==> src/rtl/amber48_uart_rx.sv <==
// amber48 UART receiver: 2-flop synchronizer, mid-bit sampling 8N1 deframer,
// and a small first-word-fall-through receive FIFO with sticky error flags.
//
// state   | meaning
// --------+-------------------------------------------------------------
// IDLE    | line idle high, waiting for a falling edge
// START   | counting to mid start bit, rejects glitches shorter than half a bit
// DATA    | sampling 8 data bits LSB-first, one per bit period
// STOP    | sampling the stop bit; push on high, frame error on low
// BREAK   | line held low after a bad stop bit, wait for it to go high
module amber48_uart_rx #(
    parameter int CLOCK_FREQ_HZ = 27_000_000,
    parameter int BAUD_RATE     = 115_200,
    parameter int FIFO_DEPTH    = 4
) (
    input  logic       clk_i,
    input  logic       rst_ni,
    input  logic       rx_i,
    output logic [7:0] data_o,
    output logic       valid_o,
    input  logic       ready_i,
    output logic       frame_err_o,
    output logic       overrun_o,
    input  logic       clear_err_i,
    output logic       busy_o
);

    localparam int CLKS_PER_BIT = CLOCK_FREQ_HZ / BAUD_RATE;
    localparam int HALF_BIT     = CLKS_PER_BIT / 2;
    localparam int CW           = $clog2(CLKS_PER_BIT);
    localparam int AW           = $clog2(FIFO_DEPTH);

    localparam logic [CW-1:0] CNT_LAST = CW'(CLKS_PER_BIT - 1);
    localparam logic [CW-1:0] CNT_HALF = CW'(HALF_BIT - 1);

    if (CLKS_PER_BIT < 4) begin : g_bad_baud
        $error("amber48_uart_rx: CLKS_PER_BIT must be at least 4");
    end
    if ((FIFO_DEPTH < 2) || ((FIFO_DEPTH & (FIFO_DEPTH - 1)) != 0)) begin : g_bad_depth
        $error("amber48_uart_rx: FIFO_DEPTH must be a power of two >= 2");
    end

    typedef enum logic [2:0] {
        ST_IDLE,
        ST_START,
        ST_DATA,
        ST_STOP,
        ST_BREAK
    } state_e;

    logic          rx_meta_q;
    logic          rx_s_q;
    state_e        state_q, state_d;
    logic [CW-1:0] cnt_q, cnt_d;
    logic [2:0]    bit_idx_q, bit_idx_d;
    logic [7:0]    shift_q, shift_d;
    logic          push_req;
    logic          frame_set;

    logic [7:0]    mem_q [FIFO_DEPTH];
    logic [AW:0]   wr_ptr_q, rd_ptr_q;
    logic          frame_err_q, overrun_q;
    logic          full, empty, pop, push_ok, overrun_set;

    always_ff @(posedge clk_i) begin
        if (!rst_ni) begin
            rx_meta_q <= 1'b1;
            rx_s_q    <= 1'b1;
            state_q   <= ST_IDLE;
            cnt_q     <= '0;
            bit_idx_q <= '0;
            shift_q   <= '0;
        end else begin
            rx_meta_q <= rx_i;
            rx_s_q    <= rx_meta_q;
            state_q   <= state_d;
            cnt_q     <= cnt_d;
            bit_idx_q <= bit_idx_d;
            shift_q   <= shift_d;
        end
    end

    always_comb begin
        state_d   = state_q;
        cnt_d     = cnt_q;
        bit_idx_d = bit_idx_q;
        shift_d   = shift_q;
        push_req  = 1'b0;
        frame_set = 1'b0;
        unique case (state_q)
            ST_IDLE: begin
                if (!rx_s_q) begin
                    cnt_d   = '0;
                    state_d = ST_START;
                end
            end
            ST_START: begin
                if (cnt_q == CNT_HALF) begin
                    if (rx_s_q) begin
                        state_d = ST_IDLE;
                    end else begin
                        cnt_d     = '0;
                        bit_idx_d = '0;
                        state_d   = ST_DATA;
                    end
                end else begin
                    cnt_d = cnt_q + CW'(1);
                end
            end
            ST_DATA: begin
                if (cnt_q == CNT_LAST) begin
                    shift_d[bit_idx_q] = rx_s_q;
                    cnt_d              = '0;
                    if (bit_idx_q == 3'd7) begin
                        state_d = ST_STOP;
                    end else begin
                        bit_idx_d = bit_idx_q + 3'd1;
                    end
                end else begin
                    cnt_d = cnt_q + CW'(1);
                end
            end
            ST_STOP: begin
                if (cnt_q == CNT_LAST) begin
                    cnt_d = '0;
                    if (rx_s_q) begin
                        push_req = 1'b1;
                        state_d  = ST_IDLE;
                    end else begin
                        frame_set = 1'b1;
                        state_d   = ST_BREAK;
                    end
                end else begin
                    cnt_d = cnt_q + CW'(1);
                end
            end
            ST_BREAK: begin
                if (rx_s_q) begin
                    state_d = ST_IDLE;
                end
            end
            default: state_d = ST_IDLE;
        endcase
    end

    assign empty = (wr_ptr_q == rd_ptr_q);
    assign full  = (wr_ptr_q[AW] != rd_ptr_q[AW]) &&
                   (wr_ptr_q[AW-1:0] == rd_ptr_q[AW-1:0]);
    assign pop   = !empty && ready_i;
    // A pop in the same cycle frees the slot being written, so full is not a blocker.
    assign push_ok     = push_req && (!full || pop);
    assign overrun_set = push_req && full && !pop;

    always_ff @(posedge clk_i) begin
        if (push_ok) begin
            mem_q[wr_ptr_q[AW-1:0]] <= shift_q;
        end
    end

    always_ff @(posedge clk_i) begin
        if (!rst_ni) begin
            wr_ptr_q    <= '0;
            rd_ptr_q    <= '0;
            frame_err_q <= 1'b0;
            overrun_q   <= 1'b0;
        end else begin
            if (push_ok) begin
                wr_ptr_q <= wr_ptr_q + (AW + 1)'(1);
            end
            if (pop) begin
                rd_ptr_q <= rd_ptr_q + (AW + 1)'(1);
            end
            if (frame_set) begin
                frame_err_q <= 1'b1;
            end else if (clear_err_i) begin
                frame_err_q <= 1'b0;
            end
            if (overrun_set) begin
                overrun_q <= 1'b1;
            end else if (clear_err_i) begin
                overrun_q <= 1'b0;
            end
        end
    end

    assign data_o      = mem_q[rd_ptr_q[AW-1:0]];
    assign valid_o     = !empty;
    assign frame_err_o = frame_err_q;
    assign overrun_o   = overrun_q;
    assign busy_o      = (state_q != ST_IDLE);

endmodule

==> config.mk <==
export PLATFORM = sky130hd
export DESIGN_NAME = amber48_uart_rx
export DESIGN_NICKNAME = d
export VERILOG_FILES = /design/src/rtl/amber48_uart_rx.sv
export SDC_FILE = /design/constraint.sdc
export NUM_CORES = 1
export LEC_CHECK = 0
export CAP_MARGIN = 25
export CORE_ASPECT_RATIO = 0.6
export CORE_MARGIN = 1.5
export CORE_UTILIZATION = 65
export CTS_BUF_LIST = sky130_fd_sc_hd__clkbuf_2 sky130_fd_sc_hd__clkbuf_4 sky130_fd_sc_hd__clkbuf_8
export DETAILED_ROUTE_END_ITERATION = 16
export GPL_TIMING_DRIVEN = 0
export PLACE_DENSITY = 0.86
export SLEW_MARGIN = 20
export SYNTH_ARGS = -nofsm -noshare
export SYNTH_HDL_FRONTEND = slang
export SYNTH_SLANG_ARGS = --single-unit
==> constraint.sdc <==
create_clock -name clk_i -period 3.5 [get_ports clk_i]
set_input_delay 0.7 -clock clk_i [delete_from_list [all_inputs] [get_ports clk_i]]
set_output_delay 0.7 -clock clk_i [all_outputs]
set_load 0.05 [all_outputs]
# Yosys cells after proc, flatten, opt, wreduce, memory -nomap -nowiden
# Memories as Yosys holds them, arrays and structs flattened. A register that Yosys moved wholly into a read port is not among the register bits.
# Index checks and enable logic that the tools add are counted.
[op_classes]
eq_ne = 18
n_reduce_logical = 20
order_cmp = 2
addsub = 4
n_mux = 34
[op_table]
columns = ["op", "n"]
rows = [
  ["two-way mux 3 bit", 11],
  ["two-way mux 8 bit", 3],
  ["one-hot mux 8 bit (3 select lines)", 1],
  ["inequality test 2 bit (second input constant)", 8],
  ["one-hot mux 3 bit (5 select lines)", 1],
  ["two-way mux 1 bit", 12],
  ["adder 3 x 1 -> 3 bit (second input constant)", 3],
  ["adder 8 x 1 -> 8 bit (second input constant)", 1],
  ["bitwise mux 8 bit", 1],
  ["equality test 8 x 7 -> 1 bit (second input constant)", 1],
  ["equality test 8 bit (second input constant)", 1],
  ["equality test 3 x 2 -> 1 bit (second input constant)", 2],
  ["equality test 3 bit (second input constant)", 2],
  ["logical AND 1 bit", 6],
  ["two-way mux 2 bit", 3],
  ["one-hot mux 3 bit (2 select lines)", 1],
  ["AND reduction 6 bit", 1],
  ["nonzero test 2 bit", 3],
  ["nonzero test 3 bit", 2],
  ["AND reduction 5 bit", 1],
  ["less-than comparator 3 x 4 -> 1 bit (second input constant)", 1],
  ["demux 1 bit (select 3 bit)", 1],
  ["equality test 3 x 1 -> 1 bit (second input constant)", 1],
  ["equality test 3 bit", 1],
  ["8 further kinds", 10],
]
[word_totals]
mem_bits_rw = 32
word_cells = 89
output_inout_bits = 12
mem_count = 1
reg_bits = 32
[memory_table]
columns = ["memory", "words", "word_bits", "read_ports", "rd_clocked_by_memory_dff", "write_ports", "line", "source"]
rows = [
  ["mem_q", 4, 8, 1, 1, 1, "60", "logic [7:0] mem_q [FIFO_DEPTH];"],
]

# Depth between registers and ports, before layout
[logic_depth]
word_depth = 7
mapped_depth = 7
mapped_depth_nobuf = 6

# Worst setup path before layout
# OpenSTA, ideal clock, no wires.
[synth_path]
path_kind = "register -> output"
startpoint = "register (tool-made name)"
endpoint = "output data_o[0]"
stages_incl_launch_ff = 3
path_slack_ns = 1.594
n_path_buf = 1
required_time_ns = 2.800
arrival_time_ns = 1.206
path_cell_list = "dfxtp_1 -> buf_2 -> mux4_2"
[synth_rtl]
columns = ["element", "line", "source"]
rows = [
  ["end, declared", "19", "output logic [7:0] data_o,"],
]

==> flow_summary.ini <==
[run_status]
status = finished clean

[synthesis]
synth-seq-cells = 66
netlist.area_leader.share_pct = 30.50
synth_common_cells = dfxtp_1 (34), edfxtp_1 (32), nand2_1 (22)
netlist_area_sq_um = 3151
avgSynthCellArea_sq_um = 12.26
async_reset_ff_share_pct = 0
ys_top_cells_by_area = edfxtp_1 (31%), dfxtp_1 (22%), mux4_2 (5.7%)
synth_nets = 272
ys_seq_area_share_pct = 52.10
yosysUniqueCellTypes = 64
yosysWarningCount = 0
yosysMostFrequentCell = dfxtp_1
synthCells = 257
synth_edf_count = 32
ys.flop_type = dfxtp_1
synth_area_leader_cell = edfxtp_1

[critical_path]
crit_arrival_ns = 2.18
path_cells = buf_2, mux4_2, clkdlybuf4s50_1
crit_fanout = 8
slowest_delay_ns = 0.71
r2r_start = cnt_q[0]$_SDFFE_PN0P_
cp-endpoint = data_o[5]
start_kind = flip-flop
timing.rr.end = mem_q[3][0]$_DFFE_PP_
required_ns = 2.80
end_kind = output pin
critPathSlowestCell = clkdlybuf4s50_1
r2r_cells = 4
crit_type = flip-flop to output pin
reg2reg_slack_ns = 1.20

[clock_tree]
cts_tree = done
cts_resized = 0
cts_hold_buffers = 0
cts_made_buffers = 9
clock-sinks = 66
htreeDepth = 3
root_buffer = clkbuf_8
cts_setup_buffers = 0
clkTransAtPathRegs_ns = 0.07
insertion_delay_ns = 0.34
clockBufferDepth = 2

[global_route]
antenna_found_initial = 0
grt_pass1_vias = 2159
grt_pass1_wl_um = 10700
gr-usage-all-layers_pct = 27.06
grt_overflow = 0
grt_max_degree = 12

[final_layout]
n_antenna_cell = 0
fin_util_pct = 77.89
drive_gt1_share_pct = 17.36
seqCellArea_sq_um = 1642
multiInputGateArea_sq_um = 1416
finalNetCount = 298
n_fill_cell = 289
area_delta_synth_final_pct = 14.02

[timing]
slew_viol_final = 0
setup_viol = 0
period_needed_ns = 2.878
max_slew.worst_pin.slew_ns = 0.6122
hold_ws_ns = 0.4192
rsz0062_at_grt = no
skew_ns = 0.008233
tns_ns = 0
relSlewSlack_pct = 58.81
hold_viol = 0
max_freq_ghz = 0.3475
min_period_over_period_pct = 82.22

[floorplanning]
initial_core_util_pct = 68.31
num_rows = 19
dieHeight_um = 56.93
die_w_um = 92.88
dieArea_sq_um = 5287
io_pins = 17
core_sq_um = 4612

[hold_path]
hold_class = flip-flop to flip-flop

[power]
swShare_pct = 20.08
p_int_mw = 1.220
pwr_density_cell_nw_per_um2 = 425.1
p_comb_share_pct = 2.4
leakage_nw = 1.449
seq_power_share_pct = 52.7
ir_drop_uv = 232.3
power_mw = 1.527
p_clk_share_pct = 44.9
p_switching_uw = 306.7

[flow_run]
drv_cap = 0

[drt]
route.vias.total = 2184
drt-total-wl_um = 6544
viasPerCell = 6.222
drc = 0
drt_first_iter_violations = 193
ant_nets = 0
routedWlPerCell_um = 18.64
drtPass1Iterations = 4

[place]
routabilityCongestion = 0.8886
io_buffers = 15
dp_hpwl_um = 4416
## cell families after synthesis
logic type               share of synthesized area (%)
AO/OA/AOI/OAI                                    12.07
buffers and inverters                            2.939
AND/OR/NAND/NOR                                  17.43
flip-flops                                       52.10
adder cells (fa/ha/maj)                          3.971
multiplexers                                     9.531
XOR/XNOR                                         1.946
## layer usage
layer | track usage (%) | part of all wire, %
met5 | 0 | 0
met4 | 9.524 | 1.2
met3 | 6.369 | 6.4
met2 | 41.08 | 45
met1 | 38.60 | 47
## worst min-delay path by stage
| stage | start | end | slack, ns | cells past startpoint |
|---|---|---|---|---|
| after floorplan | rx_meta_q$_SDFF_PN1_ | rx_s_q$_SDFF_PN1_ | 0.39 | 1 |
| after global placement | rx_meta_q$_SDFF_PN1_ | rx_s_q$_SDFF_PN1_ | 0.39 | 1 |
| after detailed placement | rx_meta_q$_SDFF_PN1_ | rx_s_q$_SDFF_PN1_ | 0.40 | 1 |
| after CTS | rx_meta_q$_SDFF_PN1_ | rx_s_q$_SDFF_PN1_ | 0.42 | 1 |
| after global routing | rx_meta_q$_SDFF_PN1_ | rx_s_q$_SDFF_PN1_ | 0.46 | 1 |
| final | rx_meta_q$_SDFF_PN1_ | rx_s_q$_SDFF_PN1_ | 0.42 | 1 |
## registers in the layout (all words and copies together), names as in the netlist, named ones only
register / count
mem_q: 32
cnt_q: 8
overrun_o: 1
frame_err_o: 1
state_q: 3
bit_idx_q: 3
rx_s_q: 1
rx_meta_q: 1
shift_q: 8
rd_ptr_q: 3
wr_ptr_q: 3
## layout make-up
cell class | instances | share of cell area [%]
Buffer | 12 | 1.742
Clock buffer | 10 | 3.657
Clock inverter | 6 | 2.264
Inverter | 8 | 0.8359
Multi-Input combinational cell | 171 | 39.43
Sequential cell | 66 | 45.70
Tap cell | 63 | 2.194
Timing Repair Buffer | 15 | 4.180
## cells in the final DEF (no fill, tap or decap), drive strengths merged, types with 3 or more instances in the layout
cell,instances
nor4,4
nand4,4
clkbuf,14
a211o,3
nand4b,3
nand2b,8
nor2b,3
nand3,8
mux2i,12
dfxtp,34
o311ai,3
a21oi,9
clkinv,4
xor2,5
nand2,23
a211oi,5
inv,7
buf,8
ha,10
nor2,11
mux4,8
and3,4
edfxtp,32
or4,4
o31ai,4
clkdlybuf4s50,15
o21ai,7
## per-stage QoR
step                      worst slack, ns  instances  cell area [sq um]
after floorplan                     1.594        257               3151
after global placement             0.9564        335               3379
after detailed placement           0.9621        335               3379
after CTS                          0.5835        351               3592
after global routing               0.5265        351               3592
final                              0.6222        351               3592
## critical path, delay by kind of cell, from the launching register on
kind / cells / cell delay, ns
DFF: 1 / 0.30
buffers and inverters: 2 / 0.98
muxes: 1 / 0.56
## power groups by stage
stage	Combinational [mW]	Clock (mW)	Sequential [mW]
2_1_floorplan	0.0237	0	0.822
3_3_place_gp	0.0342	0	0.822
3_5_place_dp	0.0353	0	0.822
4_1_cts	0.0354	0.694	0.805
5_1_grt	0.0388	0.721	0.805
6_report	0.0360	0.686	0.805
No activity file was read; power rests on OpenSTA's default activity.
